`config.mk`:
```
export PLATFORM = sky130hd
export DESIGN_NAME = axi_lite_master_flat
export DESIGN_NICKNAME = d
export VERILOG_FILES = /design/src/rtl/axi_lite_pkg.sv /design/src/rtl/axi_lite_if.sv /design/src/rtl/axi_lite_master.sv /design/src/flat_wrapper.sv
export SDC_FILE = /design/constraint.sdc
export NUM_CORES = 1
export LEC_CHECK = 0
export ABC_AREA = 1
export CELL_PAD_IN_SITES_DETAIL_PLACEMENT = 2
export CELL_PAD_IN_SITES_GLOBAL_PLACEMENT = 2
export CORE_ASPECT_RATIO = 0.9
export CORE_MARGIN = 2
export CORE_UTILIZATION = 23
export DETAILED_ROUTE_END_ITERATION = 8
export GPL_ROUTABILITY_DRIVEN = 0
export GPL_TIMING_DRIVEN = 0
export MAX_ROUTING_LAYER = met4
export PLACE_DENSITY_LB_ADDON = 0.08
export SYNTH_ARGS = -nofsm -noshare
export SYNTH_HDL_FRONTEND = slang
export SYNTH_SLANG_ARGS = --single-unit
export TNS_END_PERCENT = 30
```
`constraint.sdc`:
```
create_clock -name aclk -period 3.85 [get_ports aclk]
set_input_delay 0.385 -clock aclk [delete_from_list [all_inputs] [get_ports aclk]]
set_output_delay 0.385 -clock aclk [all_outputs]
set_load 0.02 [all_outputs]
```
`src/rtl/axi_lite_pkg.sv`:
```
// rtl/axi_lite_pkg.sv - shared AXI4-Lite response codes, master FSM encoding and helpers
package axi_lite_pkg;

  localparam logic [1:0] RESP_OKAY   = 2'b00;
  localparam logic [1:0] RESP_EXOKAY = 2'b01;
  localparam logic [1:0] RESP_SLVERR = 2'b10;
  localparam logic [1:0] RESP_DECERR = 2'b11;

  typedef enum logic [2:0] {
    ST_IDLE    = 3'd0,
    ST_WR_REQ  = 3'd1,
    ST_WR_RESP = 3'd2,
    ST_RD_REQ  = 3'd3,
    ST_RD_RESP = 3'd4,
    ST_RSP     = 3'd5
  } mst_state_e;

  // A channel is finished once its valid has dropped or it handshakes this cycle.
  function automatic logic chan_done(input logic valid, input logic ready);
    return (!valid) || ready;
  endfunction

endpackage

```
`src/rtl/axi_lite_if.sv`:
```
// rtl/axi_lite_if.sv - AXI4-Lite AW/W/B/AR/R channel bundle with master/slave views
interface axi_lite_if #(
  parameter int ADDR_WIDTH = 32,
  parameter int DATA_WIDTH = 32,
  parameter int STRB_WIDTH = DATA_WIDTH / 8
);

  logic [ADDR_WIDTH-1:0] awaddr;
  logic                  awvalid;
  logic                  awready;
  logic [DATA_WIDTH-1:0] wdata;
  logic [STRB_WIDTH-1:0] wstrb;
  logic                  wvalid;
  logic                  wready;
  logic [1:0]            bresp;
  logic                  bvalid;
  logic                  bready;
  logic [ADDR_WIDTH-1:0] araddr;
  logic                  arvalid;
  logic                  arready;
  logic [DATA_WIDTH-1:0] rdata;
  logic [1:0]            rresp;
  logic                  rvalid;
  logic                  rready;

  modport master (
    output awaddr, awvalid, wdata, wstrb, wvalid, bready, araddr, arvalid, rready,
    input  awready, wready, bresp, bvalid, arready, rdata, rresp, rvalid
  );

  modport slave (
    input  awaddr, awvalid, wdata, wstrb, wvalid, bready, araddr, arvalid, rready,
    output awready, wready, bresp, bvalid, arready, rdata, rresp, rvalid
  );

endinterface

```
`src/rtl/axi_lite_master.sv`:
```
// rtl/axi_lite_master.sv - single-outstanding command/response port to AXI4-Lite master bridge
module axi_lite_master
  import axi_lite_pkg::*;
#(
  parameter int ADDR_WIDTH = 32,
  parameter int DATA_WIDTH = 32,
  parameter int STRB_WIDTH = DATA_WIDTH / 8
) (
  input  logic                  aclk,
  input  logic                  areset_n,
  input  logic                  cmd_valid,
  output logic                  cmd_ready,
  input  logic                  cmd_write,
  input  logic [ADDR_WIDTH-1:0] cmd_addr,
  input  logic [DATA_WIDTH-1:0] cmd_wdata,
  input  logic [STRB_WIDTH-1:0] cmd_wstrb,
  output logic                  rsp_valid,
  input  logic                  rsp_ready,
  output logic                  rsp_write,
  output logic [DATA_WIDTH-1:0] rsp_rdata,
  output logic [1:0]            rsp_resp,
  axi_lite_if.master            m_axi
);

  // Byte offset inside a data word is dropped: the bus only carries whole words.
  localparam int                    ALIGN_BITS = $clog2(STRB_WIDTH);
  localparam logic [ADDR_WIDTH-1:0] ADDR_MASK  = {ADDR_WIDTH{1'b1}} << ALIGN_BITS;

  mst_state_e            r_state;
  logic                  r_cmd_ready;
  logic [ADDR_WIDTH-1:0] r_awaddr;
  logic                  r_awvalid;
  logic [DATA_WIDTH-1:0] r_wdata;
  logic [STRB_WIDTH-1:0] r_wstrb;
  logic                  r_wvalid;
  logic                  r_bready;
  logic [ADDR_WIDTH-1:0] r_araddr;
  logic                  r_arvalid;
  logic                  r_rready;
  logic                  r_rsp_valid;
  logic                  r_rsp_write;
  logic [DATA_WIDTH-1:0] r_rsp_rdata;
  logic [1:0]            r_rsp_resp;

  mst_state_e            w_state_nxt;
  logic                  w_cmd_ready_nxt;
  logic [ADDR_WIDTH-1:0] w_awaddr_nxt;
  logic                  w_awvalid_nxt;
  logic [DATA_WIDTH-1:0] w_wdata_nxt;
  logic [STRB_WIDTH-1:0] w_wstrb_nxt;
  logic                  w_wvalid_nxt;
  logic                  w_bready_nxt;
  logic [ADDR_WIDTH-1:0] w_araddr_nxt;
  logic                  w_arvalid_nxt;
  logic                  w_rready_nxt;
  logic                  w_rsp_valid_nxt;
  logic                  w_rsp_write_nxt;
  logic [DATA_WIDTH-1:0] w_rsp_rdata_nxt;
  logic [1:0]            w_rsp_resp_nxt;

  logic [ADDR_WIDTH-1:0] w_addr_aligned;
  logic                  w_aw_fin;
  logic                  w_w_fin;

  assign w_addr_aligned = cmd_addr & ADDR_MASK;
  assign w_aw_fin       = chan_done(r_awvalid, m_axi.awready);
  assign w_w_fin        = chan_done(r_wvalid, m_axi.wready);

  // State and payload registers; reset abandons any in-flight transaction.
  always_ff @(posedge aclk) begin
    if (!areset_n) begin
      r_state     <= ST_IDLE;
      r_cmd_ready <= 1'b0;
      r_awaddr    <= '0;
      r_awvalid   <= 1'b0;
      r_wdata     <= '0;
      r_wstrb     <= '0;
      r_wvalid    <= 1'b0;
      r_bready    <= 1'b0;
      r_araddr    <= '0;
      r_arvalid   <= 1'b0;
      r_rready    <= 1'b0;
      r_rsp_valid <= 1'b0;
      r_rsp_write <= 1'b0;
      r_rsp_rdata <= '0;
      r_rsp_resp  <= RESP_OKAY;
    end else begin
      r_state     <= w_state_nxt;
      r_cmd_ready <= w_cmd_ready_nxt;
      r_awaddr    <= w_awaddr_nxt;
      r_awvalid   <= w_awvalid_nxt;
      r_wdata     <= w_wdata_nxt;
      r_wstrb     <= w_wstrb_nxt;
      r_wvalid    <= w_wvalid_nxt;
      r_bready    <= w_bready_nxt;
      r_araddr    <= w_araddr_nxt;
      r_arvalid   <= w_arvalid_nxt;
      r_rready    <= w_rready_nxt;
      r_rsp_valid <= w_rsp_valid_nxt;
      r_rsp_write <= w_rsp_write_nxt;
      r_rsp_rdata <= w_rsp_rdata_nxt;
      r_rsp_resp  <= w_rsp_resp_nxt;
    end
  end

  // Next-state and next-output logic; every bus output is registered so no
  // valid ever depends combinationally on its ready.
  always_comb begin
    w_state_nxt     = r_state;
    w_cmd_ready_nxt = r_cmd_ready;
    w_awaddr_nxt    = r_awaddr;
    w_awvalid_nxt   = r_awvalid;
    w_wdata_nxt     = r_wdata;
    w_wstrb_nxt     = r_wstrb;
    w_wvalid_nxt    = r_wvalid;
    w_bready_nxt    = r_bready;
    w_araddr_nxt    = r_araddr;
    w_arvalid_nxt   = r_arvalid;
    w_rready_nxt    = r_rready;
    w_rsp_valid_nxt = r_rsp_valid;
    w_rsp_write_nxt = r_rsp_write;
    w_rsp_rdata_nxt = r_rsp_rdata;
    w_rsp_resp_nxt  = r_rsp_resp;

    case (r_state)
      ST_IDLE: begin
        if (cmd_valid && r_cmd_ready) begin
          w_cmd_ready_nxt = 1'b0;
          if (cmd_write) begin
            w_awaddr_nxt  = w_addr_aligned;
            w_awvalid_nxt = 1'b1;
            w_wdata_nxt   = cmd_wdata;
            w_wstrb_nxt   = cmd_wstrb;
            w_wvalid_nxt  = 1'b1;
            w_state_nxt   = ST_WR_REQ;
          end else begin
            w_araddr_nxt  = w_addr_aligned;
            w_arvalid_nxt = 1'b1;
            w_state_nxt   = ST_RD_REQ;
          end
        end else begin
          // Covers the first cycle after reset release.
          w_cmd_ready_nxt = 1'b1;
        end
      end

      ST_WR_REQ: begin
        // AW and W complete independently, in either order or together.
        if (r_awvalid && m_axi.awready) w_awvalid_nxt = 1'b0;
        if (r_wvalid && m_axi.wready)   w_wvalid_nxt  = 1'b0;
        if (w_aw_fin && w_w_fin) begin
          w_bready_nxt = 1'b1;
          w_state_nxt  = ST_WR_RESP;
        end
      end

      ST_WR_RESP: begin
        if (m_axi.bvalid && r_bready) begin
          w_bready_nxt    = 1'b0;
          w_rsp_resp_nxt  = m_axi.bresp;
          w_rsp_write_nxt = 1'b1;
          w_rsp_rdata_nxt = '0;
          w_rsp_valid_nxt = 1'b1;
          w_state_nxt     = ST_RSP;
        end
      end

      ST_RD_REQ: begin
        if (r_arvalid && m_axi.arready) begin
          w_arvalid_nxt = 1'b0;
          w_rready_nxt  = 1'b1;
          w_state_nxt   = ST_RD_RESP;
        end
      end

      ST_RD_RESP: begin
        if (m_axi.rvalid && r_rready) begin
          w_rready_nxt    = 1'b0;
          w_rsp_rdata_nxt = m_axi.rdata;
          w_rsp_resp_nxt  = m_axi.rresp;
          w_rsp_write_nxt = 1'b0;
          w_rsp_valid_nxt = 1'b1;
          w_state_nxt     = ST_RSP;
        end
      end

      ST_RSP: begin
        // Response payload is held until the consumer takes it.
        if (r_rsp_valid && rsp_ready) begin
          w_rsp_valid_nxt = 1'b0;
          w_cmd_ready_nxt = 1'b1;
          w_state_nxt     = ST_IDLE;
        end
      end

      default: begin
        w_state_nxt = ST_IDLE;
      end
    endcase
  end

  assign cmd_ready     = r_cmd_ready;
  assign rsp_valid     = r_rsp_valid;
  assign rsp_write     = r_rsp_write;
  assign rsp_rdata     = r_rsp_rdata;
  assign rsp_resp      = r_rsp_resp;

  assign m_axi.awaddr  = r_awaddr;
  assign m_axi.awvalid = r_awvalid;
  assign m_axi.wdata   = r_wdata;
  assign m_axi.wstrb   = r_wstrb;
  assign m_axi.wvalid  = r_wvalid;
  assign m_axi.bready  = r_bready;
  assign m_axi.araddr  = r_araddr;
  assign m_axi.arvalid = r_arvalid;
  assign m_axi.rready  = r_rready;

endmodule
```
`src/flat_wrapper.sv`:
```
// flat-port wrapper written by rule: the top's interface ports become plain ports
module axi_lite_master_flat import axi_lite_pkg::*;
#(
  parameter int ADDR_WIDTH = 32,
  parameter int DATA_WIDTH = 32,
  parameter int STRB_WIDTH = DATA_WIDTH / 8
)
  (aclk, areset_n, cmd_valid, cmd_ready, cmd_write, cmd_addr, cmd_wdata, cmd_wstrb, rsp_valid, rsp_ready, rsp_write, rsp_rdata, rsp_resp, m_axi_awaddr, m_axi_awvalid, m_axi_wdata, m_axi_wstrb, m_axi_wvalid, m_axi_bready, m_axi_araddr, m_axi_arvalid, m_axi_rready, m_axi_awready, m_axi_wready, m_axi_bresp, m_axi_bvalid, m_axi_arready, m_axi_rdata, m_axi_rresp, m_axi_rvalid);
  axi_lite_if #(.ADDR_WIDTH(ADDR_WIDTH), .DATA_WIDTH(DATA_WIDTH), .STRB_WIDTH(STRB_WIDTH)) m_axi_i ();
  input  logic aclk;
  input  logic areset_n;
  input  logic cmd_valid;
  output logic cmd_ready;
  input  logic cmd_write;
  input  logic [ADDR_WIDTH-1:0] cmd_addr;
  input  logic [DATA_WIDTH-1:0] cmd_wdata;
  input  logic [STRB_WIDTH-1:0] cmd_wstrb;
  output logic rsp_valid;
  input  logic rsp_ready;
  output logic rsp_write;
  output logic [DATA_WIDTH-1:0] rsp_rdata;
  output logic [1:0] rsp_resp;
  output wire logic [$bits(m_axi_i.awaddr)-1:0] m_axi_awaddr;
  output wire logic [$bits(m_axi_i.awvalid)-1:0] m_axi_awvalid;
  output wire logic [$bits(m_axi_i.wdata)-1:0] m_axi_wdata;
  output wire logic [$bits(m_axi_i.wstrb)-1:0] m_axi_wstrb;
  output wire logic [$bits(m_axi_i.wvalid)-1:0] m_axi_wvalid;
  output wire logic [$bits(m_axi_i.bready)-1:0] m_axi_bready;
  output wire logic [$bits(m_axi_i.araddr)-1:0] m_axi_araddr;
  output wire logic [$bits(m_axi_i.arvalid)-1:0] m_axi_arvalid;
  output wire logic [$bits(m_axi_i.rready)-1:0] m_axi_rready;
  input wire logic [$bits(m_axi_i.awready)-1:0] m_axi_awready;
  input wire logic [$bits(m_axi_i.wready)-1:0] m_axi_wready;
  input wire logic [$bits(m_axi_i.bresp)-1:0] m_axi_bresp;
  input wire logic [$bits(m_axi_i.bvalid)-1:0] m_axi_bvalid;
  input wire logic [$bits(m_axi_i.arready)-1:0] m_axi_arready;
  input wire logic [$bits(m_axi_i.rdata)-1:0] m_axi_rdata;
  input wire logic [$bits(m_axi_i.rresp)-1:0] m_axi_rresp;
  input wire logic [$bits(m_axi_i.rvalid)-1:0] m_axi_rvalid;
  assign m_axi_awaddr = m_axi_i.awaddr;
  assign m_axi_awvalid = m_axi_i.awvalid;
  assign m_axi_wdata = m_axi_i.wdata;
  assign m_axi_wstrb = m_axi_i.wstrb;
  assign m_axi_wvalid = m_axi_i.wvalid;
  assign m_axi_bready = m_axi_i.bready;
  assign m_axi_araddr = m_axi_i.araddr;
  assign m_axi_arvalid = m_axi_i.arvalid;
  assign m_axi_rready = m_axi_i.rready;
  assign m_axi_i.awready = m_axi_awready;
  assign m_axi_i.wready = m_axi_wready;
  assign m_axi_i.bresp = m_axi_bresp;
  assign m_axi_i.bvalid = m_axi_bvalid;
  assign m_axi_i.arready = m_axi_arready;
  assign m_axi_i.rdata = m_axi_rdata;
  assign m_axi_i.rresp = m_axi_rresp;
  assign m_axi_i.rvalid = m_axi_rvalid;
  axi_lite_master #(.ADDR_WIDTH(ADDR_WIDTH), .DATA_WIDTH(DATA_WIDTH), .STRB_WIDTH(STRB_WIDTH)) u_core (.aclk(aclk), .areset_n(areset_n), .cmd_valid(cmd_valid), .cmd_ready(cmd_ready), .cmd_write(cmd_write), .cmd_addr(cmd_addr), .cmd_wdata(cmd_wdata), .cmd_wstrb(cmd_wstrb), .rsp_valid(rsp_valid), .rsp_ready(rsp_ready), .rsp_write(rsp_write), .rsp_rdata(rsp_rdata), .rsp_resp(rsp_resp), .m_axi(m_axi_i));
endmodule
```
## After elaboration in Yosys (flattened, before gate mapping)

Cells that the tools add are included.

- Add/sub/neg operators: 0
- Multipliers: 0
- Divide/modulo/power cells: 0
- $lt $le $gt $ge: 0
- Equality and inequality tests: 15
- Shift-type cells: 0
- Multiplexer cells: 38
- Bitwise gates (word level): 1
- Reduce and logical (&&, ||, !) cells: 31

Operator list:

| operator | count |
|---|---|
| $mux W32 | 2 |
| $pmux W32 S2 | 1 |
| $mux W3 | 6 |
| $pmux W3 S6 | 1 |
| $mux W1 | 16 |
| $ne A2 B1 Y1 const B | 8 |
| $reduce_and A4 Y1 | 4 |
| $reduce_and A3 Y1 | 5 |
| $pmux W1 S2 | 7 |
| $reduce_bool A2 Y1 | 6 |
| $logic_and A1 B1 Y1 | 8 |
| $eq A3 B2 Y1 const B | 2 |
| $eq A3 B3 Y1 const B | 2 |
| $mux W2 | 3 |
| $reduce_and A6 Y1 | 1 |
| $ne A2 B2 Y1 const B | 2 |
| $pmux W2 S2 | 1 |
| $eq A3 B1 Y1 const B | 1 |
| $logic_not A3 Y1 | 1 |
| $pmux W1 S3 | 1 |
| $reduce_bool A3 Y1 | 1 |
| $logic_not A1 Y1 | 2 |
| $logic_or A1 B1 Y1 | 2 |
| $reduce_and A2 Y1 | 1 |
| $not A1 Y1 | 1 |

- Register bits: 141
- Latch bits: 0
- RAM bits: 0
- Memory bits (read-only): 0
- Word-level logic and storage cells: 100
- Memories kept: 0

## Logic depth before layout (Yosys ltp)

- Word-level depth: 5
- Depth in mapped cells: 10

## Least setup slack after synthesis

Ideal clock, no wire load.

- Path type: flip-flop to flip-flop
- Start: register u_core.r_cmd_ready, in the netlist u_core.cmd_ready
- End: register u_core.r_awaddr[10], in the netlist u_core.m_axi.awaddr[10]
- Arrival time: 1397 ps
- Required time: 3734 ps
- Path slack: 2337 ps
- Cell stages (with the launch flop): 8
- Path through: dfxtp_1 -> nand2_1 -> nor3_4 -> inv_2 -> buf_4 -> buf_6 -> nor2_1 -> nor2_1

- Cells in the longest elaborated chain, start to end: 2

RTL lines:

| item | line | source |
|---|---|---|
| start, declared | axi_lite_master.sv:30 | `logic r_cmd_ready;` |
| start signal, assigned | axi_lite_master.sv:89 | `r_cmd_ready <= w_cmd_ready_nxt;` |
| $logic_and A1 B1 Y1 | axi_lite_master.sv:127 | `if (cmd_valid && r_cmd_ready) begin` |
| $reduce_and A3 Y1 (no line) | - |  |
| end signal, assigned | axi_lite_master.sv:90 | `r_awaddr <= w_awaddr_nxt;` |
| end, declared | axi_lite_master.sv:31 | `logic [ADDR_WIDTH-1:0] r_awaddr;` |

Every way passes these cells.
A chain may end at the register's enable or synchronous reset.

==> summary.md <==
| Metric | Value |
|---|---|
| Post-synth top flop | dfxtp_1 |
| Initial drt markers | 186 |
| Tot Pwr | 0.00512 W |
| Final period utilization | a little over 50% |
| Cell Int Power | 0.00329 W |
| ANT nets after route | 0 |
| FF-to-FF path depth | 7 |
| Cell Chain, Critical Path | clkdlybuf4s50_1 > clkbuf_1 > clkbuf_1 > o21ai_0 > nor2_1 |
| Max_slew headroom | between 60% and 70% |
| Vias in the first global route | between 6000 and 7000 |
| Unique masters post-synth | 24 |
| Clk buf depth | 2 |
| Final nets | 1063 |
| Die Wd | between 150 and 200 um |
| Crit. path cell count | 5 |
| Mean Syn Cell Area | 7.70 um^2 |
| Flops & latches, synth | 141 |
| Cell family with most CP delay | buffers and inverters |
| Area leader, netlist | dfxtp_1 |
| Worst Path Class, Setup | in -> reg |
| Boundary pin count | 256 |
| Clock skew | 13.6 ps |
| Min-Delay Path Depth | 2 |
| Simple-gate share of the synthesized area | 25.4% |
| CP arrival | 2300 ps |
| Hold_buf cts | 0 |
| Ranking of synthesized cells by area | dfxtp_1 (54%), nor2_1 (15%), o21ai_0 (9.1%) |
| Final Hold Vio Count | 0 |
| Ys async rst share | 0% |
| Lkg Pwr | 3.40 nW |
| Most frequent CP cell | clkbuf_1 |
| Die area | 0.0239 mm^2 |
| Main combinational cell family by area after synthesis | simple AND/OR/NAND/NOR gates |
| Post-Synth XOR/XNOR Area | 0% |
| Register area | 0.00282 mm^2 |
| H-tree levels | 4 |
| Buffers on Ports | 249 |
| RSZ-0062 raised after global routing | no |
| CTS root buf | clkbuf_16 |
| Cell Area, Synth | 0.00522 mm^2 |
| Clock latency at the later pin of the worst-skew pair | 420 ps |
| Initial antenna violation count | 0 |
| DR pass1 iterations | 6 |
| Status | complete, no violations |
| # Max-Cap Violations | 0 |
| HP Class | reg -> reg |
| Crit end category | register |
| DR WL/cell | 17.0 um |
| Final HPWL DP | approximately 16000 um |
| Pin count of the biggest net entering global routing | 17 |
| Peak Freq | 512 MHz |
| Post-synth EDFFs | 0 |
| Final setup fails | 0 |
| Synth warn | 0 |
| Crit start category | input port |
| Switching Share | 35.7% |
| CP max-delay cell | clkdlybuf4s50_1 |
| Die H | 147 um |
| CP max FO | 10 |
| Share of cells above drive strength 1 | roughly 6.7% |
| Seq pwr share | 35.4% |
| Slew @ Worst Pin | just under 600 ps |
| Starting Density | between 20% and 30% |
| Post-CTS Setup Bufs | 0 |
| Logic pwr share | 33.8% |
| Most common cell after layout, fill and taps aside | clkdlybuf4s50_1 |
| Post-Route WL | 21400 um |
| CTS Buf Count | 17 |
| First-pass GRT wire length | 34000 um |
| Share of the synthesized area in the top cell type | 54.0% |
| Buffers & Inverters on Critical Path | 3 |
| Multi-input gate area | between 0.002 and 0.0025 mm^2 |
| PwrDens | between 500 and 600 mW/mm^2 |
| Post-Synth Adder-Cell Area | 0% |
| Worst Path Required | 4190 ps |
| Resize count post-CTS | 0 |
| Commonest cells after routing, fill and taps aside | clkdlybuf4s50_1 (249), nor2_1 (208), dfxtp_1 (141) |
| Register area share after synthesis | about 54% |
| Detailed-route vias per instance | 4.40 |
| CTS tree | yes |
| Clock Sinks | 141 |
| Gr usage total | 18.6% |
| Clock power frac | a little under a third |
| Mux cell area share after synthesis | 0% |
| Switching power | 0.00183 W |
| Final TNS setup | 0 ps |
| Compound-Gate Fraction of Synth Area | between 10 and 15% |
| Synth Instances | approximately 680 |
| Std-Cell Rows | between 50 and 60 |
| Max Slew Vio Count | 0 |
| CORE AREA | 0.0224 mm^2 |
| Slowest stage delay, CP | a little under 600 ps |
| P&R area growth vs syn | 65.6% |
| Grt total ovfl | 0 |
| Post-route DRC | 0 |
| # fillers | 2539 |
| Peak VDD IR | 292 uV |
| Crit path time final | 1950 ps |
| DR vias | ~5500 |
| Clock transition at path regs | 60 ps |
-- synthesized netlist by cell type, types with 6 or more instances --
cell type	instances
clkbuf_1	26
nand2_1	67
buf_6	6
inv_2	6
nand3_1	40
dfxtp_1	141
buf_2	7
a21oi_1	44
buf_4	8
o21ai_1	6
o21ai_0	95
inv_1	11
nor2_1	208
-- worst min-delay path: cells and delay by family (launching register included) --
kind | cells | cell delay [ps]
compound gates | 1 | 50
flops | 1 | 310
simple gates | 1 | 60
-- metal layers --
layer	global-route usage (%)	up-vias	wire [um]
li1	-	2722	-
met1	21.8	2652	9260
met2	31.1	158	10300
met3	6.10	13	1520
met4	4.38	0	270
met5	-	-	0
-- worst paths after layout --
kind / start / endpoint / slack [ps]
worst min register to register: u_core.rsp_rdata[9] / u_core.rsp_rdata[9] / 460
worst min-delay path: u_core.rsp_rdata[9] / u_core.rsp_rdata[9] / 460
worst max-delay path: areset_n / u_core.m_axi.awaddr[27] / 1900
worst max register to register: u_core.r_state[2] / u_core.m_axi.wdata[25] / 1990
-- metrics by stage --
stage                     worst slack (ps)  hold WS [ps]  util (%)  area [um^2]  instances
after floorplan                       2340           520         -         5240        681
after global placement                1540           447      36.2         8100       1227
after detailed placement              1380           455      36.2         8100       1227
after CTS                             1810           464      38.6         8650       1259
after global routing                  1720           481      38.6         8650       1259
final                                 1900           460      38.7         8650       1260
-- state kept, by name (all words and copies together) (netlist names), 2 cells and up --
name	flops
u_core.rsp_resp	2
u_core.m_axi.awaddr	30
u_core.m_axi.wstrb	4
u_core.m_axi.araddr	30
u_core.r_state	3
u_core.m_axi.wdata	32
u_core.rsp_rdata	32
-- final cells by class --
cell class                      count  share of cell area, %
Antenna cell                        1                 0.0289
Buffer                             49                   3.14
Clock buffer                       20                   5.05
Clock inverter                     12                   1.32
Inverter                           17                  0.738
Multi-Input combinational cell    474                   24.0
Sequential cell                   141                   32.6
Tap cell                          297                   4.30
Timing Repair Buffer              249                   28.8
-- power by group through the flow --
stage / clock [W] / sequential (W) / combinational (W)
2_1_floorplan: 0 / 0.00207 / 0.000695
3_3_place_gp: 0 / 0.00183 / 0.00171
3_5_place_dp: 0 / 0.00184 / 0.00176
4_1_cts: 0.00164 / 0.00181 / 0.00177
5_1_grt: 0.00171 / 0.00184 / 0.00190
6_report: 0.00158 / 0.00181 / 0.00173
-- cell families (layout without fill, tap and decap cells) --
group                  after synthesis  after routing
buffers and inverters               66            347
and+or+nand+nor                    324            324
other                                1              5
AOI/OAI and AO/OA                  146            146
DFF                                141            141
Power figures use the tool's default switching activity.
